===== src/rtl/zoom_out_average.sv =====
// Zoom-out pass: clears the frame buffer, then writes a 2x2-averaged half-size copy of
// the source image into a window of that buffer, one tap per ROM read round trip.
module zoom_out_average #(
    parameter int SRC_W  = 320,
    parameter int SRC_H  = 240,
    parameter int DST_X0 = 80,
    parameter int DST_Y0 = 60,
    parameter int RD_LAT = 2
) (
    input  logic        clock,
    input  logic        reset,
    input  logic        start,
    input  logic [7:0]  rom_data_in,
    output logic [16:0] rom_addr,
    output logic [18:0] ram_addr,
    output logic [7:0]  ram_data,
    output logic        ram_wren,
    output logic        busy,
    output logic        done
);

    typedef enum logic [2:0] {
        IDLE,
        CLEAR,
        ISSUE,
        WAIT,
        ACC,
        WRITE,
        FINISH
    } state_t;

    localparam int          OUT_W        = SRC_W / 2;
    localparam int          OUT_H        = SRC_H / 2;
    localparam logic [18:0] FRAME_LAST   = 19'(SRC_W * SRC_H - 1);
    localparam logic [18:0] DST_BASE0    = 19'(DST_Y0 * SRC_W + DST_X0);
    localparam logic [18:0] SRC_ROW_STEP = 19'(SRC_W + 2);
    localparam logic [18:0] DST_ROW_STEP = 19'(SRC_W - OUT_W + 1);
    localparam logic [15:0] DX_LAST      = 16'(OUT_W - 1);
    localparam logic [15:0] DY_LAST      = 16'(OUT_H - 1);
    localparam logic [7:0]  WAIT_LAST    = 8'(RD_LAT - 2);

    state_t      state;
    logic [18:0] src_base;
    logic [18:0] dst_base;
    logic [15:0] dx;
    logic [15:0] dy;
    logic [1:0]  tap;
    logic [7:0]  wait_cnt;
    logic [4:0]  r_sum;
    logic [4:0]  g_sum;
    logic [3:0]  b_sum;

    logic [4:0]  r_acc;
    logic [4:0]  g_acc;
    logic [3:0]  b_acc;
    logic [1:0]  tap_nxt;
    logic        row_end;
    logic        last_pixel;
    logic [18:0] src_next;
    logic [18:0] dst_next;

    // Offset of each tap from the top-left source pixel of the 2x2 block.
    function automatic logic [18:0] tap_offset(input logic [1:0] t);
        case (t)
            2'd0:    return 19'd0;
            2'd1:    return 19'd1;
            2'd2:    return 19'(SRC_W);
            default: return 19'(SRC_W + 1);
        endcase
    endfunction

    // Truncating divide-by-four of each channel sum, repacked as RGB332.
    function automatic logic [7:0] avg_pixel(input logic [4:0] r,
                                             input logic [4:0] g,
                                             input logic [3:0] b);
        return {3'(r >> 2), 3'(g >> 2), 2'(b >> 2)};
    endfunction

    assign r_acc      = r_sum + {2'b00, rom_data_in[7:5]};
    assign g_acc      = g_sum + {2'b00, rom_data_in[4:2]};
    assign b_acc      = b_sum + {2'b00, rom_data_in[1:0]};
    assign tap_nxt    = tap + 2'd1;
    assign row_end    = (dx == DX_LAST);
    assign last_pixel = row_end && (dy == DY_LAST);
    assign src_next   = row_end ? src_base + SRC_ROW_STEP : src_base + 19'd2;
    assign dst_next   = row_end ? dst_base + DST_ROW_STEP : dst_base + 19'd1;

    always_ff @(posedge clock or negedge reset) begin
        if (!reset) begin
            state    <= IDLE;
            rom_addr <= '0;
            ram_addr <= '0;
            ram_data <= '0;
            ram_wren <= 1'b0;
            busy     <= 1'b0;
            done     <= 1'b0;
            src_base <= '0;
            dst_base <= '0;
            dx       <= '0;
            dy       <= '0;
            tap      <= '0;
            wait_cnt <= '0;
            r_sum    <= '0;
            g_sum    <= '0;
            b_sum    <= '0;
        end else begin
            case (state)
                IDLE: begin
                    if (start) begin
                        state    <= CLEAR;
                        busy     <= 1'b1;
                        done     <= 1'b0;
                        ram_addr <= '0;
                        ram_data <= '0;
                        ram_wren <= 1'b1;
                        src_base <= '0;
                        dst_base <= DST_BASE0;
                        dx       <= '0;
                        dy       <= '0;
                        tap      <= '0;
                        r_sum    <= '0;
                        g_sum    <= '0;
                        b_sum    <= '0;
                    end
                end
                // ram_addr doubles as the clear counter; data stays 8'h00 throughout.
                CLEAR: begin
                    if (ram_addr == FRAME_LAST) begin
                        ram_wren <= 1'b0;
                        rom_addr <= 17'(src_base);
                        state    <= ISSUE;
                    end else begin
                        ram_addr <= ram_addr + 19'd1;
                    end
                end
                ISSUE: begin
                    wait_cnt <= '0;
                    state    <= (RD_LAT > 1) ? WAIT : ACC;
                end
                WAIT: begin
                    if (wait_cnt == WAIT_LAST) begin
                        state <= ACC;
                    end else begin
                        wait_cnt <= wait_cnt + 8'd1;
                    end
                end
                // Final tap goes straight into the write so the sum never needs a spare cycle.
                ACC: begin
                    r_sum <= r_acc;
                    g_sum <= g_acc;
                    b_sum <= b_acc;
                    if (tap == 2'd3) begin
                        ram_addr <= dst_base;
                        ram_data <= avg_pixel(r_acc, g_acc, b_acc);
                        ram_wren <= 1'b1;
                        state    <= WRITE;
                    end else begin
                        tap      <= tap_nxt;
                        rom_addr <= 17'(src_base + tap_offset(tap_nxt));
                        state    <= ISSUE;
                    end
                end
                WRITE: begin
                    ram_wren <= 1'b0;
                    r_sum    <= '0;
                    g_sum    <= '0;
                    b_sum    <= '0;
                    tap      <= '0;
                    if (last_pixel) begin
                        state <= FINISH;
                    end else begin
                        dx       <= row_end ? 16'd0 : dx + 16'd1;
                        dy       <= row_end ? dy + 16'd1 : dy;
                        src_base <= src_next;
                        dst_base <= dst_next;
                        rom_addr <= 17'(src_next);
                        state    <= ISSUE;
                    end
                end
                FINISH: begin
                    busy  <= 1'b0;
                    done  <= 1'b1;
                    state <= IDLE;
                end
                default: state <= IDLE;
            endcase
        end
    end

endmodule


===== config.mk =====
export PLATFORM = sky130hd
export DESIGN_NAME = zoom_out_average
export DESIGN_NICKNAME = d
export VERILOG_FILES = /design/src/rtl/zoom_out_average.sv
export SDC_FILE = /design/constraint.sdc
export NUM_CORES = 1
export LEC_CHECK = 0
export CAP_MARGIN = 20
export CORE_MARGIN = 2
export CORE_UTILIZATION = 40
export DETAILED_ROUTE_END_ITERATION = 8
export GPL_TIMING_DRIVEN = 0
export PLACE_DENSITY = 0.69
export SYNTH_ARGS = -nofsm -noshare
export SYNTH_HDL_FRONTEND = slang
export SYNTH_SLANG_ARGS = --single-unit

===== constraint.sdc =====
create_clock -name clock -period 4.5 [get_ports clock]
set_input_delay 0.9 -clock clock [delete_from_list [all_inputs] [get_ports clock]]
set_output_delay 0.9 -clock clock [all_outputs]
set_load 0.1 [all_outputs]

==> impl_results.md, run 1 <==
* Cell with the most instances after synthesis: dfrtp_1
* Design Area, Final at 0.009686 mm²
* Clk pwr share at 0.464
* CTS tree: built
* H-tree depth at 4
* Final WS setup at slightly below 0.7 ns
* Final hold vios at 0
* Peak VDD IR at 0.0001910 V
* Launch point of the worst reg-to-reg path: dx[0]
* Worst clock skew at around 0.015 ns
* Net Sw Frac at 0.2810
* Post-synth cell types at ~70
* Hold_buf cts at 0
* Layout cell share with drive strength beyond 1 at 0.06325
* LEAKAGE at approximately 0.004 µW
* Crit-path max cell delay at 0.50 ns
* Routed vias at roughly 7.4k
* Detail Route Antenna Nets at 0
* Non-Filler Instances at 1266
* Peak Freq at 261.8 MHz
* Chip Height at 146.4 µm
* Starting density of the core at 0.4047
* Comb pwr share at 0.125
* Critical Path Sink: dst_base[15]
* R2R Setup Slk at between 0.6 and 0.7 ns
* Nets@finish at approximately 1.0k
* Slew @ Worst Pin at approximately 1.0 ns
* DP Cell Count at 1234
* Sw Pwr at about 940 µW
* Reg2Reg Depth at 12
* Port Buffers at 57
* CTS Buf Count at 17
* Slowest CP cell: o31ai_1
* DP Worst Slack at between 0.7 and 0.8 ns
* # setup viols final at 0
* Mapped Area at approximately 0.008 mm²
* Synth top area share at 0.4351
* Top post-synthesis cells by area: dfrtp_1 44%, o21ai_0 5.9%, nand2_1 4.9%
* Final-layout fill cell count at ~1.9k
* Die area at 0.02143 mm²
* Worst skew pair latency at around 0.44 ns
* DRT Pass-1 Iters at 5
* Synth Warn # at 0
* Clk buf depth at 2
* Post-synth top flop: dfrtp_1
* Ant diodes at 0
* # DRC at 0
* DP HPWL at around 15 mm
* Stages on the worst setup path at 12
* Clock sink total at between 100 and 150
* Number of synthesized flops with an enable pin at 0
* Post-synthesis cell count at ~910
* Placement Rows at 52
* Crit path DAT at around 4.2 ns
* Boundary Pins at 58
* PwrDens at between 300 and 400 mW/mm²
* Via density at around 5.9
* RR Endpoint: dst_base[15]
* Critical Path RT at 4.86 ns
* Vias in the first global route at between 7k and 8k
* Seq/Total Area, Yosys at 0.4351
* Syn avg cell area at approximately 9.0 µm²
* CORE AREA at around 0.02 mm²
* Slew margin rel. at 0.3190
* Critical path endpoint category: flip-flop
* CP Launch Point: dx[0]
* Setup bufs post-CTS at 0
* Crit Path Max Fanout at 13
* Period minus WS final at 3.819 ns
* Largest net degree at the start of global routing at 74
* Routability congestion estimate at around 0.87
* HP Class: in -> async
* Synth area leader: dfrtp_1
* Buf+Inv Stages, Crit Path at 3
* Routed WL at around 22 mm
* Nature of the critical path startpoint: flip-flop
* Antenna violations before repair at 0
* Final Cycle Share at 0.8488
* First-pass GRT wire length at around 36 mm
* GR Overflow Total at 0
* Crit-path cells: ha_1 -> and4_1 -> nand4_1 -> buf_2 -> inv_1 -> buf_2 -> ha_1 -> nand3_1 -> o31ai_1 -> o311ai_1 -> or4_1 -> a21oi_1
* WHS at 0.4645 ns
* Die width at 146.4 µm
* Total GRT Usage at 0.2077
* Routed length per instance at approximately 17 µm
* Area occupied by multi-input gates at 0.004262 mm²
* Final Slew Violations at 0
* Post-Syn Nets at roughly 940
* Crit Path Class: reg -> reg
* Post-CTS sizing at 0
* Internal power at 2405 µW
* Asr flop ratio synth at 1.000
* Max-Cap Viols at 0
* Placed inst area at just over 0.009 mm²
* Synthesized flop and latch total at 141
* Post-synth top cells: 141 x dfrtp_1, 106 x nand2_1, 95 x o21ai_0
* Status: completed
* RSZ-0062 raised after global routing: false
* Area Overhead vs Synth at 19.44%
* Reg clk slew, reported paths at ~0.060 ns
* Sequential power share at 0.411
* Initial DRC Count at slightly below 600
* Root Buffer: clkbuf_16
* Flip-flop and latch area at ~0.0035 mm²
* Family with the most delay on the worst path: simple AND/OR/NAND/NOR gates
-- stage by stage --
stage	utilization	TNS (ns)	total power, µW
6_report	0.4833	0	3345
5_1_grt	0.4833	0	3448
4_1_cts	0.4833	0	3360
3_5_place_dp	0.4514	0	1815
3_3_place_gp	0.4500	-463.84	1809
2_1_floorplan	-	0	1680
-- worst min path at each step --
stage	slack, ns	start	end	depth (start not counted)
6_report	0.46	reset	ram_addr[6]	1
5_1_grt	0.51	ram_data[0]	ram_data[0]	2
4_1_cts	0.48	ram_data[3]	ram_data[3]	2
3_5_place_dp	0.47	ram_data[3]	ram_data[3]	2
3_3_place_gp	0.46	ram_data[5]	ram_data[5]	2
2_1_floorplan	0.45	g_sum[2]	g_sum[2]	2
-- state kept, by name, indices dropped and copies added (netlist names) --
signal / cells
b_sum: 4
busy: 1
done: 1
dst_base: 19
dx: 16
dy: 16
g_sum: 5
r_sum: 5
ram_addr: 19
ram_data: 8
ram_wren: 1
rom_addr: 17
src_base: 16
state: 3
tap: 2
wait_cnt: 8
-- power groups by stage --
stage,registers (µW),logic (µW),clock network (µW)
2_1_floorplan,1600,76.3,0
3_3_place_gp,1390,414,0
3_5_place_dp,1400,420,0
4_1_cts,1370,420,1570
5_1_grt,1380,439,1630
6_report,1370,417,1550
-- area by class of cell --
type                       instances  share of cell area
inverter                          25            0.009689
buffer                            55             0.02325
multi-input combinational        685              0.4400
clock inverter                    12             0.01989
clock buffer                      20             0.04612
sequential                       141              0.3643
timing repair buffer              58             0.06188
tap                              270             0.03488
-- per-layer routing --
metal / track usage / up-vias / part of all wire
met5: 0 / - / 0
li1: - / 3520 / -
met1: 0.2868 / 3581 / 0.46
met4: 0.06990 / 0 / 0.016
met3: 0.04625 / 34 / 0.068
met2: 0.3250 / 274 / 0.46
-- cells by family (layout without fill, tap and decap cells) --
| family | Yosys count | in the layout | synth area share |
|---|---|---|---|
| xor gates and xnor gates | 34 | 34 | 0.03672 |
| AOI/OAI and AO/OA | 284 | 284 | 0.2177 |
| muxes | 14 | 14 | 0.01852 |
| other | 1 | 1 | 0.0004624 |
| and+or+nand+nor | 326 | 326 | 0.2092 |
| DFF | 141 | 141 | 0.4351 |
| buffers and inverters | 80 | 170 | 0.03935 |
| adders and majority gates | 26 | 26 | 0.04290 |
-- placed cells by master, fill, tap and decap left out, drive strengths merged, types with 4 or more instances in the layout --
cell type | synthesis | routed
nor4 | 15 | 15
and2 | 7 | 7
and4 | 9 | 9
bufinv | 0 | 5
ha | 23 | 23
o22ai | 9 | 9
mux2i | 6 | 6
nor4b | 4 | 4
or3 | 15 | 15
a31oi | 19 | 19
dfrtp | 141 | 141
a22oi | 6 | 6
a21o | 5 | 5
a21oi | 65 | 65
nor2 | 44 | 44
o2bb2ai | 10 | 10
nand3 | 41 | 41
nor2b | 5 | 5
mux2 | 8 | 8
a32oi | 8 | 8
inv | 25 | 25
clkdlybuf4s50 | 0 | 56
clkinv | 0 | 4
xnor2 | 20 | 20
nand2 | 106 | 106
or4 | 8 | 8
nand4 | 18 | 18
a2bb2oi | 4 | 4
xor2 | 14 | 14
o31ai | 22 | 22
nand2b | 7 | 7
nor3 | 19 | 19
buf | 17 | 19
o21ai | 99 | 99
clkbuf | 38 | 58
a22o | 17 | 17
and3 | 17 | 17
-- worst reg2reg max path, stage by stage (launching register included) --
cell	delay, ns
dfrtp_1	0.39
ha_1	0.22
and4_1	0.24
nand4_1	0.24
buf_2	0.28
inv_1	0.16
buf_2	0.36
ha_1	0.28
nand3_1	0.10
o31ai_1	0.50
o311ai_1	0.36
or4_1	0.48
a21oi_1	0.15
Power figures use the tool's default switching activity.
==> run 2: changes to the inputs <==
==> constraint.sdc (replaced) <==
create_clock -name clock -period 3.6 [get_ports clock]
set_input_delay 0.72 -clock clock [delete_from_list [all_inputs] [get_ports clock]]
set_output_delay 0.72 -clock clock [all_outputs]
set_load 0.1 [all_outputs]
==> impl_results.md, run 2 (same netlist as run 1, synthesis figures left out) <==
* Crit path DAT at 3.66 ns (-0.52 ns)
* First-pass GRT wire length at 36.26 mm (unchanged)
* Final WS setup at 0.3014 ns (-0.3791 ns)
* Initial DRC Count at 601 (+3.4%)
* Crit Path Class: reg -> reg
* Worst clock skew at 0.01273 ns (-0.002305 ns)
* DP HPWL at 14.93 mm (unchanged)
* Placement Rows at 52 (unchanged)
* CTS Buf Count at 17 (unchanged)
* Routed length per instance at 17.31 µm (+0.37%)
* LEAKAGE at 0.004016 µW (+0.32%)
* GR Overflow Total at 0 (unchanged)
* Crit-path max cell delay at 0.51 ns (about the same)
* Critical path endpoint category: flip-flop
* Routed vias at 7407 (-0.027%)
* Flip-flop and latch area at 0.003528 mm² (unchanged)
* Area occupied by multi-input gates at 0.004290 mm² (+0.68%)
* RSZ-0062 raised after global routing: false
* Routed WL at 21.93 mm (+0.45%)
* Max-Cap Viols at 0 (unchanged)
* Largest net degree at the start of global routing at 74 (unchanged)
* Worst skew pair latency at 0.44 ns (about the same)
* Commonest non-fill, non-tap cell in the layout: dfrtp_1
* Layout cell share with drive strength beyond 1 at 0.06820 (+0.004952)
* Vias in the first global route at 7055 (+0.043%)
* Design Area, Final at 0.009727 mm² (+0.43%)
* Period minus WS final at 3.299 ns (-0.5209 ns)
* Detail Route Antenna Nets at 0 (unchanged)
* Non-Filler Instances at 1267 (+0.079%)
* DP Worst Slack at -0.1739 ns (-0.9000 ns)
* Chip Height at 146.4 µm (unchanged)
* PwrDens at 430.4 mW/mm² (+25%)
* Nature of the critical path startpoint: flip-flop
* Root Buffer: clkbuf_16
* CORE AREA at 0.02004 mm² (unchanged)
* Nets@finish at 1021 (+0.098%)
* HP Class: in -> async
* H-tree depth at 4 (unchanged)
* Crit Path Max Fanout at 13 (unchanged)
* Antenna violations before repair at 0 (unchanged)
* DP Cell Count at 1234 (unchanged)
* Peak VDD IR at 0.0002393 V (+25%)
* Slowest CP cell: or4_1
* Final hold vios at 0 (unchanged)
* Crit-path cells: ha_1 -> and4_1 -> nand4_1 -> clkbuf_4 -> inv_1 -> buf_4 -> ha_1 -> nand4_1 -> o21ai_0 -> nand2_1 -> or4_1 -> a21oi_1
* # setup viols final at 0 (unchanged)
* Peak Freq at 303.2 MHz (+16%)
* Final Cycle Share at 0.9163 (+0.06750)
* Boundary Pins at 58 (unchanged)
* CTS tree: built
* Final Slew Violations at 0 (unchanged)
* Clk buf depth at 2 (unchanged)
* Final-layout fill cell count at 1929 (-0.10%)
* Via density at 5.846 (-0.11%)
* Starting density of the core at 0.4047 (unchanged)
* Status: completed
* Leading registers by flop count: dst_base x19, ram_addr x19, rom_addr x17
* Slew @ Worst Pin at 1.018 ns (-0.00007883 ns)
* DRT Pass-1 Iters at 5 (unchanged)
* Routability congestion estimate at 0.8657 (unchanged)
* Final Util at 0.4854 (+0.002061)
* Reg clk slew, reported paths at 0.06 ns (about the same)
* Critical Path RT at 3.96 ns (-0.90 ns)
* Total GRT Usage at 0.2076 (about the same)
* WHS at 0.2835 ns (-0.1810 ns)
* Ant diodes at 0 (unchanged)
* Clock sink total at 141 (unchanged)
* # DRC at 0 (unchanged)
* Placed inst area at 0.009046 mm² (unchanged)
* Die width at 146.4 µm (unchanged)
* Area Overhead vs Synth at 19.95%
* Die area at 0.02143 mm² (unchanged)
* Most frequent cells in the layout: 141 x dfrtp_1, 106 x nand2_1, 95 x o21ai_0, 65 x a21oi_1, 56 x clkdlybuf4s50_1
* Port Buffers at 57 (unchanged)
* Slew margin rel. at 0.3190 (about the same)
run 2: what timing repair did:
action,4_1_cts,5_1_grt
buffers inserted,0,1
hold buffers,0,0
resized for setup,2,6
endpoints found under the setup margin,5,21
run 2: per-layer routing:
metal	track usage	wire length, µm	vias up
met1	0.2866	9993	3573
met4	0.06990	329	0
met5	0	0	-
li1	-	-	3525
met3	0.04625	1526	28
met2	0.3250	10080	281
run 2: worst paths after layout:
path / start / endpoint / slack, ns / cells past startpoint
min in group clock: ram_data[2] / ram_data[2] / 0.48 / 2
setup reg to reg: dx[0] / dst_base[12] / 0.30 / 12
hold / removal: reset / ram_addr[6] / 0.28 / 1
hold reg to reg: ram_data[2] / ram_data[2] / 0.48 / 2
setup / recovery: dx[0] / dst_base[12] / 0.30 / 12
max in group asynchronous: reset / src_base[3] / 2.54 / 2
run 2: per-stage QoR:
stage / total power (µW) / setup TNS, ns
finish: 4187 / 0
global route: 4310 / 0
CTS: 4200 / 0
detailed placement: 2269 / -0.3499
global placement: 2261 / -565.54
floorplan: 2100 / 0
run 2: area by class of cell:
| cell class | instances | area share |
|---|---|---|
| clock buffer | 20 | 0.04592 |
| clock inverter | 12 | 0.01981 |
| sequential | 141 | 0.3627 |
| tap | 270 | 0.03473 |
| inverter | 25 | 0.009648 |
| buffer | 55 | 0.02367 |
| multi-input combinational | 685 | 0.4411 |
| timing repair buffer | 59 | 0.06239 |
run 2: power breakdown:
part	leakage (µW)	switching, µW	internal, µW
clock network	0.000306	704	1240
registers	0.00171	83.2	1640
logic	0.00200	393	129
run 2: critical path, delay by kind of cell, from the launching register on:
family,cells,cell delay (ns)
compound gates,2,0.43
simple gates,5,1.18
flops,1,0.41
fa+ha+maj,2,0.64
buf+inv,3,0.56
